===== src/rtl/pipelined_addsub.sv =====
// Purpose: WIDTH-bit adder/subtractor split into STAGES chunks with a registered carry between chunks; optional signed saturation under ADDSUB_SAT_EN.
// Latency: STAGES cycles from the operand cycle to out_valid, one operation per cycle.
// Backpressure: the whole pipeline holds while out_valid && !out_ready; in_ready drops in the same cycle.
module pipelined_addsub #(
    parameter int WIDTH  = 32,
    parameter int STAGES = 4
) (
    input  logic             clk,
    input  logic             rst,
    input  logic             in_valid,
    output logic             in_ready,
    input  logic [WIDTH-1:0] a,
    input  logic [WIDTH-1:0] b,
    input  logic             sub,
    input  logic             cin,
    output logic             out_valid,
    input  logic             out_ready,
    output logic [WIDTH-1:0] y,
    output logic             cout,
    output logic             ovf,
    output logic             zero
);

    localparam int C    = WIDTH / STAGES;
    localparam int LAST = STAGES - 1;

    // Reject configurations that would silently drop operand bits.
    if (STAGES < 1 || STAGES > WIDTH || (WIDTH % STAGES) != 0) begin : g_cfg_err
        $error("pipelined_addsub: STAGES must be in 1..WIDTH and divide WIDTH exactly");
    end

    // Stage registers. a/b' carry the not-yet-added high chunks forward (skew),
    // s holds the already-computed low sum chunks (deskew).
    logic [STAGES-1:0] v_q;
    logic [STAGES-1:0] c_q;
    logic [WIDTH-1:0]  a_q  [STAGES];
    logic [WIDTH-1:0]  bp_q [STAGES];
    logic [WIDTH-1:0]  s_q  [STAGES];

    // Inputs seen by each stage and what each stage will register.
    logic [STAGES-1:0] st_v;
    logic [STAGES-1:0] st_c;
    logic [STAGES-1:0] nx_c;
    logic [WIDTH-1:0]  st_a [STAGES];
    logic [WIDTH-1:0]  st_b [STAGES];
    logic [WIDTH-1:0]  st_s [STAGES];
    logic [WIDTH-1:0]  nx_s [STAGES];
    logic [C:0]        csum [STAGES];

    logic              adv;
    logic [WIDTH-1:0]  raw_y;
    logic [WIDTH-1:0]  fin_y;
    logic              fin_cout;
    logic              fin_ovf;
    logic              carry_into_msb;

    logic [WIDTH-1:0]  y_q;
    logic              cout_q;
    logic              ovf_q;
    logic              zero_q;

    assign adv       = !out_valid || out_ready;
    assign in_ready  = adv;
    assign out_valid = v_q[LAST];
    assign y         = y_q;
    assign cout      = cout_q;
    assign ovf       = ovf_q;
    assign zero      = zero_q;

    // Route each stage's inputs and add its own C-bit chunk with the incoming carry.
    always_comb begin
        st_v = '0;
        st_c = '0;
        nx_c = '0;
        for (int k = 0; k < STAGES; k++) begin
            st_a[k] = '0;
            st_b[k] = '0;
            st_s[k] = '0;
            nx_s[k] = '0;
            csum[k] = '0;
        end
        // Subtraction is a + ~b + 1; the borrow-in inverts that implicit +1.
        st_v[0] = in_valid;
        st_a[0] = a;
        st_b[0] = sub ? ~b : b;
        st_s[0] = '0;
        st_c[0] = sub ? ~cin : cin;
        for (int k = 1; k < STAGES; k++) begin
            st_v[k] = v_q[k-1];
            st_a[k] = a_q[k-1];
            st_b[k] = bp_q[k-1];
            st_s[k] = s_q[k-1];
            st_c[k] = c_q[k-1];
        end
        for (int k = 0; k < STAGES; k++) begin
            csum[k] = {1'b0, st_a[k][k*C +: C]} + {1'b0, st_b[k][k*C +: C]} + {{C{1'b0}}, st_c[k]};
            nx_s[k] = st_s[k];
            nx_s[k][k*C +: C] = csum[k][C-1:0];
            nx_c[k] = csum[k][C];
        end
    end

    // Final-stage flags: overflow compares the carry into the MSB with the carry out of it.
    assign raw_y          = nx_s[LAST];
    assign fin_cout       = nx_c[LAST];
    assign carry_into_msb = raw_y[WIDTH-1] ^ st_a[LAST][WIDTH-1] ^ st_b[LAST][WIDTH-1];
    assign fin_ovf        = carry_into_msb ^ fin_cout;

`ifdef ADDSUB_SAT_EN
    // Clamp toward the sign of a: positive overflow saturates to max, negative to min.
    always_comb begin
        fin_y = raw_y;
        if (fin_ovf) begin
            fin_y = st_a[LAST][WIDTH-1] ? {1'b1, {(WIDTH-1){1'b0}}} : {1'b0, {(WIDTH-1){1'b1}}};
        end
    end
`else
    assign fin_y = raw_y;
`endif

    // Advance every stage together; reset drops all in-flight work and clears the outputs.
    always_ff @(posedge clk) begin
        if (rst) begin
            v_q    <= '0;
            y_q    <= '0;
            cout_q <= 1'b0;
            ovf_q  <= 1'b0;
            zero_q <= 1'b0;
        end else if (adv) begin
            for (int k = 0; k < STAGES; k++) begin
                v_q[k]  <= st_v[k];
                c_q[k]  <= nx_c[k];
                a_q[k]  <= st_a[k];
                bp_q[k] <= st_b[k];
                s_q[k]  <= nx_s[k];
            end
            y_q    <= fin_y;
            cout_q <= fin_cout;
            ovf_q  <= fin_ovf;
            zero_q <= (fin_y == '0);
        end
    end

endmodule


===== config.mk =====
export PLATFORM = sky130hd
export DESIGN_NAME = pipelined_addsub
export DESIGN_NICKNAME = d
export VERILOG_FILES = /design/src/rtl/pipelined_addsub.sv
export SDC_FILE = /design/constraint.sdc
export NUM_CORES = 1
export LEC_CHECK = 0
export BUFFER_PORTS_ARGS = -buffer_cell sky130_fd_sc_hd__buf_4
export CAP_MARGIN = 30
export CORE_UTILIZATION = 40
export DETAILED_ROUTE_END_ITERATION = 10
export SYNTH_ARGS = -nofsm -noshare
export SYNTH_HDL_FRONTEND = slang
export SYNTH_SLANG_ARGS = --single-unit

===== constraint.sdc =====
create_clock -name clk -period 10.73 [get_ports clk]
set_clock_uncertainty 0.15 [all_clocks]
set_input_delay 1.073 -clock clk [delete_from_list [all_inputs] [get_ports clk]]
set_output_delay 1.073 -clock clk [all_outputs]
set_load 0.005 [all_outputs]

======== After elaboration in Yosys (flattened, before gate mapping) ========
Memories as Yosys holds them, arrays and structs flattened.
Index checks and enable logic that the tools add are counted.
storage, ports and cells
  input bits .............................. 70
  memories ................................ 3
  word-level logic and storage cells ...... 32
  output and inout port bits .............. 37
  flip-flop bits (word level) ............. 42
  bits in writable memories ............... 384
cells by class
  reduce and logical (&&, ||, !) cells .... 4
  multiplexer cells ....................... 5
  bitwise operators ....................... 6
  add/subtract/negate cells ............... 8
memory list
  memory  depth  bits a word  rd ports  clocked after memory_dff  wr ports  RTL line  source
  a_q     4      32           3         0                         4         36        logic [WIDTH-1:0] a_q [STAGES];
  bp_q    4      32           3         0                         4         37        logic [WIDTH-1:0] bp_q [STAGES];
  s_q     4      32           3         0                         4         38        logic [WIDTH-1:0] s_q [STAGES];
operators by type and width
  operator              count
  adder 8 x 8 -> 9 bit  4
  adder 9 x 1 -> 9 bit  4
  logical NOT 32 bit    1
  2-to-1 mux 32 bit     1
  NOT 32 bit            1
  2-to-1 mux 1 bit      4
  XOR 1 bit             3
  NOT 1 bit             2
  AND reduction 2 bit   1
  logical NOT 1 bit     1
  logical OR 1 bit      1

======== Logic depth before layout (Yosys ltp) ========
An unclocked memory read counts as a cell.
  depth in word-level cells ............... 6
  gate-level depth with buffers ........... 10
  depth with buffers taken out ............ 10

======== Worst setup path after synthesis ========
No wires, ideal clock.
  path type ............................... input-to-reg
  from .................................... in out_ready
  to ...................................... reg zero_q (netlist: zero)
  required time ........................... 10.511 ns
  path buffers ............................ 1
  library setup time ...................... 0.069 ns
  setup slack ............................. 1.830 ns
  stages .................................. 7
  arrival time ............................ 8.681 ns
  cells stage by stage .................... nor2b_1 clkbuf_1 nor2_1 and3_1 nand3_1 or4_1 o21ai_1
on the way
  word-level cells in the longest chain between the ends .. 1
ends and longest elaborated chain
  what                  RTL line  source
  from (decl)           17        input logic out_ready,
  logical OR 1 bit      62        assign adv = !out_valid || out_ready;
  to (signal assigned)  140       zero_q <= (fin_y == '0);
  to (decl)             60        logic zero_q;
Every way passes these cells.
A chain may end at the register's enable or synchronous reset.

======== Worst setup path in the final report ========
  from .................................... in out_ready
  to ...................................... out in_ready
on the way
  word-level cells in the longest chain between the ends .. 1
ends and longest elaborated chain
  what              RTL line  source
  logical OR 1 bit  62
  to (decl)         11        output logic in_ready,
Every way passes these cells.

==> results.cfg <==
[outcome]
status = finished, final reports clean

[floorplanning]
dieArea_mm2 = 0.01894
die_y_um = 137.6
fp.dieW_um = 137.6
initial_utilization = 0.4083
top_level_ports = 107
core_mm2 = 0.01802
rows = 49

[placed_design]
place.port_buffers = 106
hpwl_mm = 8.615
dp_cells = 843
place_worst_setup_slack_ps = 6647
gp_congestion = 0.7562

[sta]
tightest_slew_ps = 913.7
setup_violations = 0
maxSlewViolCount = 0
timing.final.ws_setup_ps = 6621
period_share = 0.3830
grt_setup_unrepaired = no
slew_headroom = 0.3896
finalHoldViolations = 0
setup_tns_ps = 0
fin_crit_ps = 4109
fmax_mhz = 243.3

[logic_synthesis]
synthTopCellsByArea = edfxtp_1 60%, dfxtp_1 11%, xor2_1 5.2%
netlist_instances = 522
yosysMostFrequentCell = edfxtp_1
ys_warn_count = 0
synth_area_per_cell_um2 = 14.10
synth-seq-cells = 186
synth_nets = 628
ys_top_cells_by_count = 147 x edfxtp_1, 74 x nand2_1, 48 x a21oi_1, 44 x xor2_1, 39 x dfxtp_1
ys_seq_area_frac = 0.7059
synth_cell_types = 36
async_flop_share = 0
synth-main-ff-cell = edfxtp_1
synth_top_area_cell = edfxtp_1
synth-edff-count = 147
syn-cell-area_mm2 = 0.007360
synth_top_cell_area_share = 0.5998

[drt]
ant_nets = 0
wl_per_cell_um = 14.06
num_vias = 4114
drc = 0
routed_wl_mm = 12.32
dr.pass1.iters = 4
avgViaCountPerCell = 4.696
drt_iter0_drc = 256

[global_routing]
grt_pass1_wl_mm = 19.64
grt_max_degree = 82
grt-ovfl-total = 0
antenna_found_initial = 0
grt_pass1_vias = 4045
gr-usage-all-layers = 0.1391

[critical_path]
path_max_fanout = 41
critPathKind = input port to output pin
start_kind = input port
end_kind = output pin
critical_path_required_ps = 9510
worstPathArrival_ps = 2890

[clocking]
ctsHoldBuffers = 0
post_cts_buffers = 0
clock_latency_ps = 420
htreeDepth = 4
cts_buffers = 17
cts_tree = built
clkTransAtPathRegs_ps = 70
clock_path_buffers = 2
cts_root_buffer = clkbuf_16
cts_resized = 0
cts_sinks = 186

[final_layout]
drive_gt1_frac = 0.2226
antenna_cells = 0
syn_to_final_growth_pct = 23.33
final_cells = 876
final_net_count = 740
nFillCells = 1581

[pwr]
peakVddDrop_uv = 130.8
p_per_area_mw_per_mm2 = 189.9
leakagePower_uw = 0.003624

[flow_run]
maxCapViolCount = 0

[hold_path]
hold_path.class = flop to flop
[logic make-up after synthesis]
kind of cell,share of synthesized area
fa+ha+maj,0.06936
simple gates,0.07532
buf+inv,0.01836
flops,0.7059
xor+xnor,0.06783
compound gates,0.06324
[cell type report]
cell class                      count  area [um2]  share of cell area
Clock buffer                       18       439.2             0.04839
Clock inverter                     14       186.4             0.02054
Inverter                           19       71.32            0.007858
Multi-Input combinational cell    300        2044              0.2253
Sequential cell                   186        5195              0.5724
Tap cell                          229       286.5             0.03157
Timing Repair Buffer              110       853.3             0.09402
[layout by cell type, fill, tap and decap left out, types with 3 or more instances in the layout]
cell type / netlist / layout
inv_1: 19 / 19
buf_4: 0 / 108
xor2_1: 44 / 44
and3_1: 3 / 3
nor2_1: 19 / 18
or4_1: 3 / 3
inv_6: 0 / 3
nor4_1: 5 / 5
a21oi_1: 48 / 48
nor2b_1: 7 / 6
edfxtp_1: 147 / 147
nand2_1: 74 / 74
clkbuf_16: 0 / 17
bufinv_16: 0 / 3
fa_1: 8 / 8
ha_1: 28 / 28
dfxtp_1: 39 / 39
xnor2_1: 13 / 13
a211oi_1: 4 / 4
a21o_1: 5 / 5
o21bai_1: 3 / 3
clkinv_4: 0 / 5
o21ai_0: 10 / 10
nor3_1: 6 / 6
[critical path, cell delays in order]
cell     delay (ps)
buf_4           120
nor2b_4         710
inv_1           520
buf_8           310
buf_4           140
[routing by layer]
| layer | GRT usage | up-vias | wire [um] |
|---|---|---|---|
| li1 | - | 2084 | - |
| met1 | 0.1761 | 1922 | 5547 |
| met2 | 0.2245 | 101 | 6079 |
| met3 | 0.04709 | 7 | 591 |
| met4 | 0.04212 | 0 | 97 |
| met5 | 0 | - | 0 |
[state kept, by name, summed over array words and instances (netlist names)]
register  cells
y            32
ovf           1
bp_q         48
s_q          48
a_q          48
cout          1
v_q           4
c_q           3
zero          1
[power breakdown]
part           internal [uW]  switching, uW  leakage [uW]
clock network            378            271      0.000300
logic                   91.7           91.3       0.00156
registers                862           29.4       0.00176
[final timing paths]
path | startpoint | end | slack, ps | depth (start not counted)
min reg2reg | a_q[1][24] | a_q[2][24] | 270 | 0
min | a_q[1][24] | a_q[2][24] | 270 | 0
max | out_ready | in_ready | 6620 | 5
max reg2reg | c_q[2] | zero | 7870 | 9
[metrics by stage]
stage,util,hold WS (ps),instance area [um2],power [uW]
2_1_floorplan,-,250.3,7360,1014
3_3_place_gp,0.4665,251.5,8408,1085
3_5_place_dp,0.4673,254.5,8423,1092
4_1_cts,0.5020,264.4,9049,1739
5_1_grt,0.5035,275.2,9076,1798
6_report,0.5035,265.8,9076,1723
(Power assumes the default switching activity.)
